## config.mk

```make
export PLATFORM = sky130hd
export DESIGN_NAME = serial_add_ctrl
export DESIGN_NICKNAME = d
export VERILOG_FILES = /design/src/rtl/serial_add_pkg.sv /design/src/rtl/serial_add_ctrl_full_adder.sv /design/src/rtl/serial_add_ctrl.sv
export SDC_FILE = /design/constraint.sdc
export NUM_CORES = 1
export LEC_CHECK = 0
export ABC_AREA = 1
export BUFFER_PORTS_ARGS = -buffer_cell sky130_fd_sc_hd__clkbuf_2
export CORE_MARGIN = 2
export CORE_UTILIZATION = 34
export CTS_CLUSTER_DIAMETER = 200
export DETAILED_ROUTE_END_ITERATION = 8
export PLACE_DENSITY = 0.6
export SLEW_MARGIN = 5
export SYNTH_ARGS = -nofsm -noshare
export SYNTH_HDL_FRONTEND = slang
export SYNTH_SLANG_ARGS = --single-unit
```

## constraint.sdc

```tcl
create_clock -name clk -period 1.3 [get_ports clk]
set_input_delay 0.065 -clock clk [delete_from_list [all_inputs] [get_ports clk]]
set_output_delay 0.065 -clock clk [all_outputs]
set_load 0.05 [all_outputs]
```

## src/rtl/serial_add_pkg.sv

```systemverilog
// Shared types for the bit-serial adder: FSM states, the N/Z/C/V flag bundle
// (also used by the CPU core's CPSR logic), and the default operand width.
package serial_add_pkg;

  localparam int DEFAULT_WIDTH = 16;

  typedef enum logic [1:0] {
    IDLE  = 2'd0,
    SHIFT = 2'd1,
    DONE  = 2'd2
  } state_e;

  typedef struct packed {
    logic n;
    logic z;
    logic c;
    logic v;
  } flags_t;

endpackage

```

## src/rtl/serial_add_ctrl_full_adder.sv

```systemverilog
// One-bit full adder cell; the serial adder time-multiplexes a single instance.
module fullAdder (
  input  logic A,
  input  logic B,
  input  logic Cin,
  output logic S,
  output logic Cout
);

  assign S    = A ^ B ^ Cin;
  assign Cout = (A & B) | (Cin & (A ^ B));

endmodule

```

## src/rtl/serial_add_ctrl.sv

```systemverilog
// Bit-serial add/subtract sequencer: one result bit per clock, LSB first,
// through a single fullAdder, returning the sum plus N/Z/C/V flags.
module serial_add_ctrl
  import serial_add_pkg::*;
#(
  parameter int WIDTH = DEFAULT_WIDTH
) (
  input  logic             clk,
  input  logic             reset,
  input  logic             start_valid,
  output logic             start_ready,
  input  logic [WIDTH-1:0] a,
  input  logic [WIDTH-1:0] b,
  input  logic             sub,
  input  logic             cin,
  output logic             result_valid,
  input  logic             result_ready,
  output logic [WIDTH-1:0] sum,
  output logic             flag_n,
  output logic             flag_z,
  output logic             flag_c,
  output logic             flag_v,
  output logic [1:0]       state_o
);

  localparam int CW = $clog2(WIDTH);

  // Handshakes: a transfer happens on a rising edge where valid and ready are
  // both high; ready/valid here decode from state and reset only, never from
  // the partner's valid/ready, and a raised valid is held until the transfer.

  state_e           state_q, state_d;
  logic [WIDTH-1:0] a_q, a_d;
  logic [WIDTH-1:0] b_q, b_d;
  logic [WIDTH-1:0] sum_q, sum_d;
  logic             carry_q, carry_d;
  logic             cmsb_q, cmsb_d;
  logic [CW-1:0]    cnt_q, cnt_d;
  flags_t           flags_q, flags_d;
  logic             fa_s, fa_cout;

  fullAdder u_fa (
    .A    (a_q[0]),
    .B    (b_q[0]),
    .Cin  (carry_q),
    .S    (fa_s),
    .Cout (fa_cout)
  );

  always_ff @(posedge clk) begin
    if (reset) begin
      state_q <= IDLE;
      a_q     <= '0;
      b_q     <= '0;
      sum_q   <= '0;
      carry_q <= 1'b0;
      cmsb_q  <= 1'b0;
      cnt_q   <= '0;
      flags_q <= '0;
    end else begin
      state_q <= state_d;
      a_q     <= a_d;
      b_q     <= b_d;
      sum_q   <= sum_d;
      carry_q <= carry_d;
      cmsb_q  <= cmsb_d;
      cnt_q   <= cnt_d;
      flags_q <= flags_d;
    end
  end

  always_comb begin
    state_d = state_q;
    a_d     = a_q;
    b_d     = b_q;
    sum_d   = sum_q;
    carry_d = carry_q;
    cmsb_d  = cmsb_q;
    cnt_d   = cnt_q;
    flags_d = flags_q;
    case (state_q)
      IDLE: begin
        if (start_valid) begin
          a_d     = a;
          b_d     = sub ? ~b : b;
          carry_d = cin;
          cnt_d   = '0;
          state_d = SHIFT;
        end
      end
      SHIFT: begin
        a_d     = {1'b0, a_q[WIDTH-1:1]};
        b_d     = {1'b0, b_q[WIDTH-1:1]};
        sum_d   = {fa_s, sum_q[WIDTH-1:1]};
        carry_d = fa_cout;
        cnt_d   = cnt_q + CW'(1);
        if (cnt_q == CW'(WIDTH - 1)) begin
          // carry_q is the carry into the MSB; V compares it with the carry out.
          cmsb_d    = carry_q;
          flags_d.n = fa_s;
          flags_d.z = (sum_d == '0);
          flags_d.c = fa_cout;
          flags_d.v = carry_q ^ fa_cout;
          state_d   = DONE;
        end
      end
      DONE: begin
        if (result_ready) state_d = IDLE;
      end
      default: state_d = IDLE;
    endcase
  end

  assign start_ready  = !reset && (state_q == IDLE);
  assign result_valid = !reset && (state_q == DONE);
  assign sum          = sum_q;
  assign flag_n       = flags_q.n;
  assign flag_z       = flags_q.z;
  assign flag_c       = flags_q.c;
  assign flag_v       = flags_q.v;
  assign state_o      = state_q;

endmodule

```

# Word-level counts from Yosys, hierarchy flattened
# Index checks and enable logic that the tools add are counted.
[word_totals]
elab_cells = 46
in_bits = 38
register_bits = 59
[op_classes]
n_eq_ne = 6
add_sub_neg = 1
reduce_logical = 9
muxes = 13
bitwise = 7
[ops]
columns = ["op", "count"]
rows = [
  ["$pmux W16 S2", 2],
  ["$mux W16", 3],
  ["$logic_not A16 Y1", 1],
  ["$not A16 Y16", 1],
  ["$pmux W4 S2", 1],
  ["$mux W2", 3],
  ["$ne A2 B2 Y1 const B", 3],
  ["$pmux W2 S3", 1],
  ["$add A4 B1 Y4 const B", 1],
  ["$eq A4 B4 Y1 const B", 1],
  ["$mux W4", 1],
  ["$reduce_and A2 Y1", 2],
  ["$reduce_and A3 Y1", 1],
  ["$xor A1 B1 Y1", 3],
  ["$and A1 B1 Y1", 2],
  ["$eq A2 B1 Y1 const B", 1],
  ["$eq A2 B2 Y1 const B", 1],
  ["$logic_and A1 B1 Y1", 2],
  ["$logic_not A2 Y1", 1],
  ["$pmux W1 S2", 1],
  ["$reduce_bool A2 Y1", 1],
  ["$logic_not A1 Y1", 1],
  ["$mux W1", 1],
  ["$or A1 B1 Y1", 1],
]

# Depth between registers and ports, before layout
# Gate-level depths: netlist of run 1.
[logic_depth]
depth_word = 4
depth_mapped = 9
ltp_nobuf = 7

# Cells and area by module
# Synthesis of run 1 repeated with hierarchy kept, for this count alone.
[hier_totals]
cells_unflattened = 439
hier_area_um2 = 2911.5
[by_module_without_submodules]
columns = ["mod", "seq_area_each_um2", "area_each_um2", "instances", "cells_per_inst"]
rows = [
  ["serial_add_ctrl", 1181.1, 2891.5, 1, 438],
  ["fullAdder", 0.0, 20.0, 1, 1],
]

# Worst setup path after synthesis of run 1
# Ideal clock, no wire load.
[synth_timing]
path_kind = "register to output"
from = "register state_q[1] (netlist: state_o[1])"
to = "output result_valid"
path_slack_ps = -729
n_path_buf = 0
t_required_ps = 1235
stages_incl_launch_ff = 3
arrival_time_ps = 1964
path_cell_list = "dfxtp_1 inv_2 nor3_1"
[synth_via]
elab_chain_cells = 2
[synth_rtl]
columns = ["item", "line_no", "text"]
rows = [
  ["start: declaration", "serial_add_ctrl.sv:32", "state_e state_q, state_d;"],
  ["start signal: assignment", "serial_add_ctrl.sv:61", "state_q <= state_d;"],
  ["$eq A2 B2 Y1", "serial_add_ctrl.sv:115", "assign result_valid = !reset && (state_q == DONE);"],
  ["$logic_and A1 B1 Y1", "serial_add_ctrl.sv:115", ""],
  ["end: declaration", "serial_add_ctrl.sv:16", "output logic result_valid,"],
]
# No other way between the ends.

# Worst setup path in the final report of run 1
[layout_timing]
from = "register b_q[0]"
to = "register flags_q (netlist bit flag_z)"
[layout_via]
elab_chain_cells = 3
[layout_rtl]
columns = ["item", "line_no", "text"]
rows = [
  ["start: declaration", "serial_add_ctrl.sv:34", "logic [WIDTH-1:0] b_q, b_d;"],
  ["start signal: assignment", "serial_add_ctrl.sv:54", "b_q <= '0;"],
  ["start signal: assignment", "serial_add_ctrl.sv:63", "b_q <= b_d;"],
  ["$xor A1 B1 Y1 (2 in series)", "serial_add_ctrl_full_adder.sv:10", "assign S = A ^ B ^ Cin;"],
  ["named net fa_s", "serial_add_ctrl.sv:40", "logic fa_s, fa_cout;"],
  ["$logic_not A16 Y1", "serial_add_ctrl.sv:101", "flags_d.z = (sum_d == '0);"],
  ["end signal: assignment", "serial_add_ctrl.sv:68", "flags_q <= flags_d;"],
  ["end: declaration", "serial_add_ctrl.sv:39", "flags_t flags_q, flags_d;"],
]
# The timed path passes the listed nets, and every way through them passes these cells.
# A chain may end at the register's enable or synchronous reset.

==> reports/metrics.yaml, run 1 <==
antenna_cells: 0
ys_ff_latch: 59
post-route-period-util_pct: 97.88
yosys.area.top_type: "dfxtp_1"
io_buffers: 61
timing.reg2reg.worst_path_depth: 6
min-delay-start: "b[15]"
cts_max_level: 3
ys_seq_area_share_pct: 40.52
period_minus_slack_ns: 1.272
hold_slack_ns: 0.03436
irDropWorstVdd_uv: 460.3
p_leak_uw: 0.001916
setup_viol: 0
async_flop_share_pct: 0
clkTransAtPathRegs_ns: 0.06
post-route-util_pct: 44.14
dpl.hpwl_mm: 4.811
dieHeight_um: 96.60
dieArea_um2: 9332
grt_max_degree: 42
crit_required_ns: 1.58
p_comb_share_pct: 20.3
core_um2: 8258
drive_above_1_share_pct: 21.01
finalMaxSlewViolations: 0
arrival_ns: 1.55
first_pass_iters: 4
cts_buffers: 9
synth_edf_count: 0
drtIter0Drc: 197
worst_slew_pin_slew_ns: 0.4210
status: "completed"
drt-total-wl_mm: 6.828
internal_power_uw: 2995
synth_common_cells: "135 x nand2_1, 71 x nor2_1, 59 x dfxtp_1, 59 x inv_1, 59 x nand3_1"
clockRootBuffer: "clkbuf_8"
syn_avg_cell_area_um2: 6.324
area_delta_synth_final_pct: 25.02
cap_violations: 0
clk_path_buf_depth: 2
whs_path_depth: 4
r2r_start: "b_q[0]"
synth-main-ff-cell: "dfxtp_1"
grt_overflow: 0
dieWidth_um: 96.60
grt_antenna_before_repair: 0
ant_nets: 0
r2r_slack_ns: 0.03
crit_fanout: 3
max_freq_mhz: 785.9
grt_first_pass_wirelength_mm: 11.76
fin_skew_ns: 0.004924
syn_inst: 461
timing.rr.end: "flag_z"
final_nets: 570
hold_viol_final: 0
num_vias: 2879
clkLatencyLatePin_ns: 0.34
rsz0062_at_grt: "yes"
cp-end-kind: "flop"
worstSetupPathType: "reg2reg"
sequentialPowerShare_pct: 46.6
place_area_um2: 3401
hold_end: "b_q[15]"
maxSlewHeadroom_pct: 71.90
hold_class: "in2reg"
ys_types: 22
synth_top_area_share_pct: 40.52
startpoint_type: "flop"
clkSinkCount: 59
p_switching_uw: 1328
synth_most_common_cell: "nand2_1"
viasPerCell: 4.513
drc_errors: 0
grtUsageTotal_pct: 15.16
io_pins: 62
place_congestion: 0.7996
netlist_top_cells_area: "dfxtp_1 41%, nand2_1 17%, nand3_1 10%"
swShare_pct: 30.72
cts_tree: "built"
synth_nets: 501
syn-cell-area_um2: 2915
row_count: 33
yosys_warnings: 0
stdcell_area_um2: 3645
grt_pass1_vias: 2570
start_util_pct: 35.30
cellPowerDensity_nw_per_um2: 1186
pwr-share-clk_pct: 33.1
routedWlPerCell_um: 10.70
stage by stage:
| step | total power, µW | setup WS [ns] | TNS [ns] | cells |
|---|---|---|---|---|
| after global placement | 2905 | 0.001722 | 0 | 621 |
| after CTS | 4381 | -0.01890 | -0.01890 | 637 |
| after global routing | 4607 | -0.06892 | -0.08749 | 638 |
| final | 4323 | 0.02756 | 0 | 638 |
| after detailed placement | 2919 | -0.01124 | -0.01124 | 621 |
| after floorplan | 2661 | 0.003910 | 0 | 461 |
worst max-delay path by stage:
stage | start | endpoint | slack [ns] | cells after the start
2_1_floorplan | state_o[1] | b_q[13] | 0.004 | 7
3_3_place_gp | carry_q | flag_z | 0.002 | 6
3_5_place_dp | carry_q | flag_z | -0.01 | 6
4_1_cts | carry_q | flag_z | -0.02 | 6
5_1_grt | b_q[0] | flag_z | -0.07 | 6
6_report | b_q[0] | flag_z | 0.03 | 6
cells by family after synthesis:
| group | share of synthesized area (%) |
|---|---|
| xor gates and xnor gates | 0.6010 |
| buffers and inverters | 12.19 |
| AOI/OAI and AO/OA | 6.695 |
| adders and majority gates | 1.116 |
| and+or+nand+nor | 38.88 |
| DFF | 40.51 |
power by group through the flow:
| stage | Clock (µW) | Combinational [µW] | Sequential, µW |
|---|---|---|---|
| 2_1_floorplan | 0 | 467 | 2190 |
| 3_3_place_gp | 0 | 855 | 2050 |
| 3_5_place_dp | 0 | 865 | 2050 |
| 4_1_cts | 1490 | 874 | 2010 |
| 5_1_grt | 1590 | 985 | 2030 |
| 6_report | 1430 | 876 | 2010 |
sequential cells by signal, summed over array words and instances, names as in the netlist:
signal and flops:
a_q 16, b_q 16, carry_q 1, cnt_q 4, flag_c 1, flag_n 1
flag_v 1, flag_z 1, state_o 2, sum 16
worst max-delay path: stages, from the launching register on:
cell	delay, ns
dfxtp_2	0.33
fa_2	0.47
nor2_1	0.11
nand2_1	0.06
nor2_1	0.08
nand2_1	0.07
a21oi_2	0.10
area by class of cell:
cell class,instances,area (µm²)
fillers,887,4613
multi-input cells,317,1421
flip-flops and latches,59,1192
repair buffers,81,498.0
inverters,62,235.2
clock buffers,11,151.4
well taps,105,131.4
clock inverters,3,15.01
per-layer routing:
metal  track usage, %  share of wire (%)
met2            24.36                 46
met4            5.200                1.4
met3            4.480                5.0
met1            19.43                 48
met5                0                  0
layout by cell type, fill, tap and decap left out, drive strengths merged:
master and instances:
nand2 138, buf 19, nand3 59, nor2 73, o21ai 27, xor2 2
clkinv 3, inv 62, nand3b 1, a21oi 12, nand4 1, nor3 2
dlygate4sd3 2, fa 1, dfxtp 59, ha 1, clkbuf 71
timing repair:
action	in CTS	in global routing
pin swaps	0	5
buffers inserted	0	1
hold buffers	2	0
setup endpoints to repair	3	11
resized for setup	4	15
endpoints found under the hold margin	2	0
Note: power is estimated with default switching activity, not from simulation.
==> run 2, diff against run 1 <==
ABC_AREA = default   (was 1)
CORE_ASPECT_RATIO = 0.7   (was default)
CORE_UTILIZATION = 49   (was 34)
PLACE_DENSITY = 0.8   (was 0.6)
==> reports/metrics.yaml, run 2 <==
status: "completed"
syn_inst: 329
antenna_cells: 0
clkSinkCount: 59
cts_tree: "built"
first_pass_iters: 4
cellPowerDensity_nw_per_um2: 1160
cts_max_level: 3
irDropWorstVdd_uv: 646.0
timing.rr.end: "cnt_q[3]"
startpoint_type: "flop"
dieArea_um2: 6686
netlist_top_cells_area: "dfxtp_1 40%, a21oi_1 8.1%, o221a_1 6.1%"
critPathLaunch: "state_o[0]"
dieWidth_um: 96.88
stdcell_area_um2: 3800
fin_skew_ns: 0.005790
r2r_start: "state_o[0]"
crit_fanout: 8
finalMaxSlewViolations: 0
p_leak_uw: 0.001588
grt_first_pass_wirelength_mm: 12.43
crit_end: "result_valid"
drive_above_1_share_pct: 33.99
ant_nets: 0
ctsHoldBuffers: 0
clkLatencyLatePin_ns: 0.34
grt_antenna_before_repair: 0
hold_slack_ns: 0.06573
post-route-period-util_pct: 98.84
final_nets: 441
synth-main-ff-cell: "dfxtp_1"
max_freq_mhz: 778.3
grtUsageTotal_pct: 22.79
synth_common_cells: "59 x dfxtp_1, 48 x a21oi_1, 34 x nand2_1, 28 x nor2_1, 17 x inv_1"
place_congestion: 0.7327
cp-end-kind: "output pin"
ys_types: 46
clk_path_buf_depth: 2
worstSetupPathType: "reg2out"
place_area_um2: 3358
final-instance-count-excl-fill: 481
final_common_cell: "clkbuf_2"
synth_top_area_share_pct: 39.92
power_uw: 4408
row_count: 23
io_buffers: 61
cts_buffers: 9
cap_violations: 0
hold_viol_final: 0
grt_pass1_vias: 2579
drc_errors: 0
period_minus_slack_ns: 1.285
layout_common_cells: "58 x clkbuf_2, 54 x dfxtp_1, 48 x a21oi_1"
clkTransAtPathRegs_ns: 0.06
synth_nets: 369
timing.reg2reg.worst_path_depth: 5
syn_avg_cell_area_um2: 8.994
start_util_pct: 51.16
worst_slew_pin_slew_ns: 0.5057
placed_cells: 452
clockRootBuffer: "clkbuf_8"
crit_required_ns: 1.24
viasPerCell: 5.578
num_vias: 2683
arrival_ns: 1.22
syn-cell-area_um2: 2959
routedWlPerCell_um: 15.73
yosys.area.top_type: "dfxtp_1"
ys_ff_latch: 59
drtIter0Drc: 164
setup_viol: 0
rsz0062_at_grt: "yes"
grt_max_degree: 33
dpl.hpwl_mm: 4.563
area_delta_synth_final_pct: 28.41
io_pins: 62
core_um2: 5784
r2r_slack_ns: 0.03
maxSlewHeadroom_pct: 66.28
hold_class: "in2reg"
grt_overflow: 0
synth_edf_count: 0
async_flop_share_pct: 0
synth_most_common_cell: "dfxtp_1"
yosys_warnings: 0
ys_seq_area_share_pct: 39.92
drt-total-wl_mm: 7.568
dieHeight_um: 69.02
-- run 2: critical path, stage by stage, from the launching register on --
cell,delay (ns)
dfxtp_4,0.38
nor2_2,0.14
and2_2,0.18
clkbuf_8,0.18
-- run 2: kinds of logic after synthesis --
group	count (synthesis)	share of synthesized area (%)
and+or+nand+nor	87	13.95
muxes	2	0.7188
DFF	59	39.92
adders and majority gates	2	1.099
AOI/OAI and AO/OA	113	29.94
xor gates and xnor gates	17	5.032
buffers and inverters	49	9.344
-- run 2: timing repair --
item,CTS,global route
setup endpoints to repair,6,38
resized for setup,17,9
buffers inserted,3,8
cloned,1,1
pin swaps,1,1
-- run 2: metal layers --
| layer | GRT usage, % | up-vias | share of wire [%] |
|---|---|---|---|
| met2 | 34.41 | 91 | 47 |
| met5 | 0 | - | 0 |
| met3 | 8.418 | 14 | 6.2 |
| met1 | 29.43 | 1266 | 45 |
| met4 | 9.546 | 0 | 1.9 |
| li1 | - | 1312 | - |
-- run 2: where the power goes --
group / total [µW] / internal (µW) / switching [µW]
clock network: 1740 / 1020 / 726
logic: 683 / 314 / 369
registers: 1980 / 1900 / 79.2
total: 4410 / 3230 / 1170
-- run 2: layout make-up --
type	instances	area [µm²]
Timing Repair Buffer	93	693.2
Sequential cell	59	1192
Clock inverter	3	15.01
Multi-Input combinational cell	221	1540
Tap cell	75	93.84
Inverter	17	63.81
Fill cell	482	1984
Clock buffer	13	201.4
-- run 2: how the worst min path moves through the flow --
| stage | cells past startpoint | slack, ns | from | to |
|---|---|---|---|---|
| 2_1_floorplan | 3 | 0.27 | result_ready | state_o[1] |
| 3_3_place_gp | 4 | 0.38 | result_ready | state_o[1] |
| 3_5_place_dp | 4 | 0.40 | result_ready | state_o[1] |
| 4_1_cts | 4 | 0.03 | result_ready | state_o[1] |
| 5_1_grt | 4 | 0.09 | result_ready | state_o[1] |
| 6_report | 4 | 0.07 | result_ready | state_o[1] |
-- run 2: metrics by stage --
stage                     util (%)   TNS (ns)  setup slack [ns]
after floorplan                  -   -0.07551          -0.07551
after global placement       58.06  -0.003903         -0.003903
final                        65.69          0           0.01511
after global routing         65.69    -0.1494          -0.05269
after detailed placement     58.06   -0.09748          -0.06721
after CTS                    63.79   -0.03657          -0.03657
==> run 3, diff against run 2 <==
==> constraint.sdc (replaced) <==
create_clock -name clk -period 1.3 [get_ports clk]
set_input_delay 0.195 -clock clk [delete_from_list [all_inputs] [get_ports clk]]
set_output_delay 0.195 -clock clk [all_outputs]
set_load 0.05 [all_outputs]
==> reports/metrics.yaml, run 3 (synthesis gave the netlist of run 2 again) <==
status: "finished, violations left"
violations: "setup timing"
p_comb_share_pct: 15.9
placed_cells: 459
first_pass_iters: 4
grt_first_pass_wirelength_mm: 12.16
grtUsageTotal_pct: 22.29
maxSlewHeadroom_pct: 66.24
crit_required_ns: 1.11
cp-end-kind: "output pin"
ctsHoldBuffers: 0
cts_buffers: 9
post-route-period-util_pct: 104.6
drt-total-wl_mm: 7.351
place_congestion: 0.8140
pwr-share-clk_pct: 40.6
dieArea_um2: 6686
cts_tree: "built"
grt_max_degree: 31
io_buffers: 61
p_leak_uw: 0.001604
cellPowerDensity_nw_per_um2: 1172
fin_skew_ns: 0.006478
setup_viol: 7
drtIter0Drc: 93
clockRootBuffer: "clkbuf_8"
dieWidth_um: 96.88
internal_power_uw: 3346
row_count: 23
final_common_cell: "clkbuf_2"
ant_nets: 0
clkLatencyLatePin_ns: 0.34
core_um2: 5784
grt_pass1_vias: 2482
irDropWorstVdd_uv: 659.8
hold_viol_final: 0
setup_ws_ns: -0.05951
num_vias: 2633
grt_antenna_before_repair: 0
clk_path_buf_depth: 2
hold_slack_ns: 0.1645
worstSetupPathType: "reg2out"
viasPerCell: 5.463
routedWlPerCell_um: 15.25
finalMaxSlewViolations: 0
max_stage_delay_ns: 0.38
drc_errors: 0
dpl.hpwl_mm: 4.851
period_minus_slack_ns: 1.360
final_nets: 442
worst_slew_pin_slew_ns: 0.5064
hold_class: "in2reg"
arrival_ns: 1.16
clkTransAtPathRegs_ns: 0.07
sequentialPowerShare_pct: 43.5
crit_fanout: 8
max_freq_mhz: 735.6
start_util_pct: 51.16
path_cells: "buf_6, and2_4, clkbuf_16"
clkSinkCount: 59
grt_overflow: 0
startpoint_type: "flop"
swShare_pct: 26.51
antenna_cells: 0
layout_common_cells: "57 x clkbuf_2, 54 x dfxtp_1, 46 x a21oi_1"
p_switching_uw: 1207
io_pins: 62
cp_slowest_cell: "dfxtp_4"
final-instance-count-excl-fill: 482
cap_violations: 0
area_delta_synth_final_pct: 31.25
cts_max_level: 3
drive_above_1_share_pct: 37.10
dieHeight_um: 69.02
rsz0062_at_grt: "yes"
run 3: changes by cell type in the layout (fill, tap and decap cells not counted), moves of 2 or more:
cell | before | now
a21oi_2 | 0 | 2
a22oi_2 | 0 | 7
a21oi_1 | 48 | 46
a22oi_1 | 16 | 9
buf_6 | 2 | 6
clkinv_2 | 3 | 1
run 3: what timing repair did:
item | CTS | global route
pin swaps | 3 | 6
gates resized for setup | 19 | 25
setup endpoints to repair | 5 | 28
gates cloned | 1 | 0
setup buffers | 6 | 0
run 3: metal layers:
metal / track usage (%) / wire (µm) / part of all wire, %
met1: 29.44 / 3429 / 47
met5: 0 / 0 / 0
met2: 34.03 / 3451 / 47
met4: 5.634 / 61 / 0.83
met3: 9.026 / 408 / 5.6
run 3: layout make-up:
type | instances | area [µm²]
clock buffer | 13 | 180.2
timing repair buffer | 94 | 704.4
multi-input combinational | 221 | 1607
sequential | 59 | 1192
fill | 458 | 1901
inverter | 17 | 63.81
tap | 75 | 93.84
clock inverter | 3 | 42.54
run 3: through the flow:
step / setup WS, ns / util, % / total power [µW] / instance area [µm²] / TNS (ns)
global route: -0.1099 / 67.14 / 4753 / 3884 / -0.7443
floorplan: -0.1602 / - / 2457 / 2997 / -0.1849
global placement: -0.01212 / 59.18 / 2630 / 3423 / -0.01212
finish: -0.05951 / 67.14 / 4553 / 3884 / -0.1560
CTS: -0.06765 / 65.65 / 4530 / 3797 / -0.1698
detailed placement: -0.02273 / 59.18 / 2652 / 3423 / -0.02673
run 3: worst max-delay path: cells and delay by family (launching register included):
family / cells / cell delay, ns
buffers and inverters: 2 / 0.28
AND/OR/NAND/NOR: 1 / 0.15
flip-flops: 1 / 0.38
run 3: worst paths after layout:
check	startpoint	end	slack, ns	cells after the start
worst min register to register	sum[0]	sum[0]	0.46	2
worst min-delay path	reset	a_q[15]	0.16	2
worst max register to register	state_o[1]	a_q[15]	-0.02	6
worst max-delay path	state_o[1]	result_valid	-0.06	3
run 3: power groups by stage:
| stage | combinational, µW | clock (µW) | sequential (µW) |
|---|---|---|---|
| after global routing | 785 | 1970 | 1990 |
| after detailed placement | 635 | 0 | 2020 |
| after global placement | 618 | 0 | 2010 |
| final | 724 | 1850 | 1980 |
| after floorplan | 441 | 0 | 2020 |
| after CTS | 679 | 1870 | 1980 |
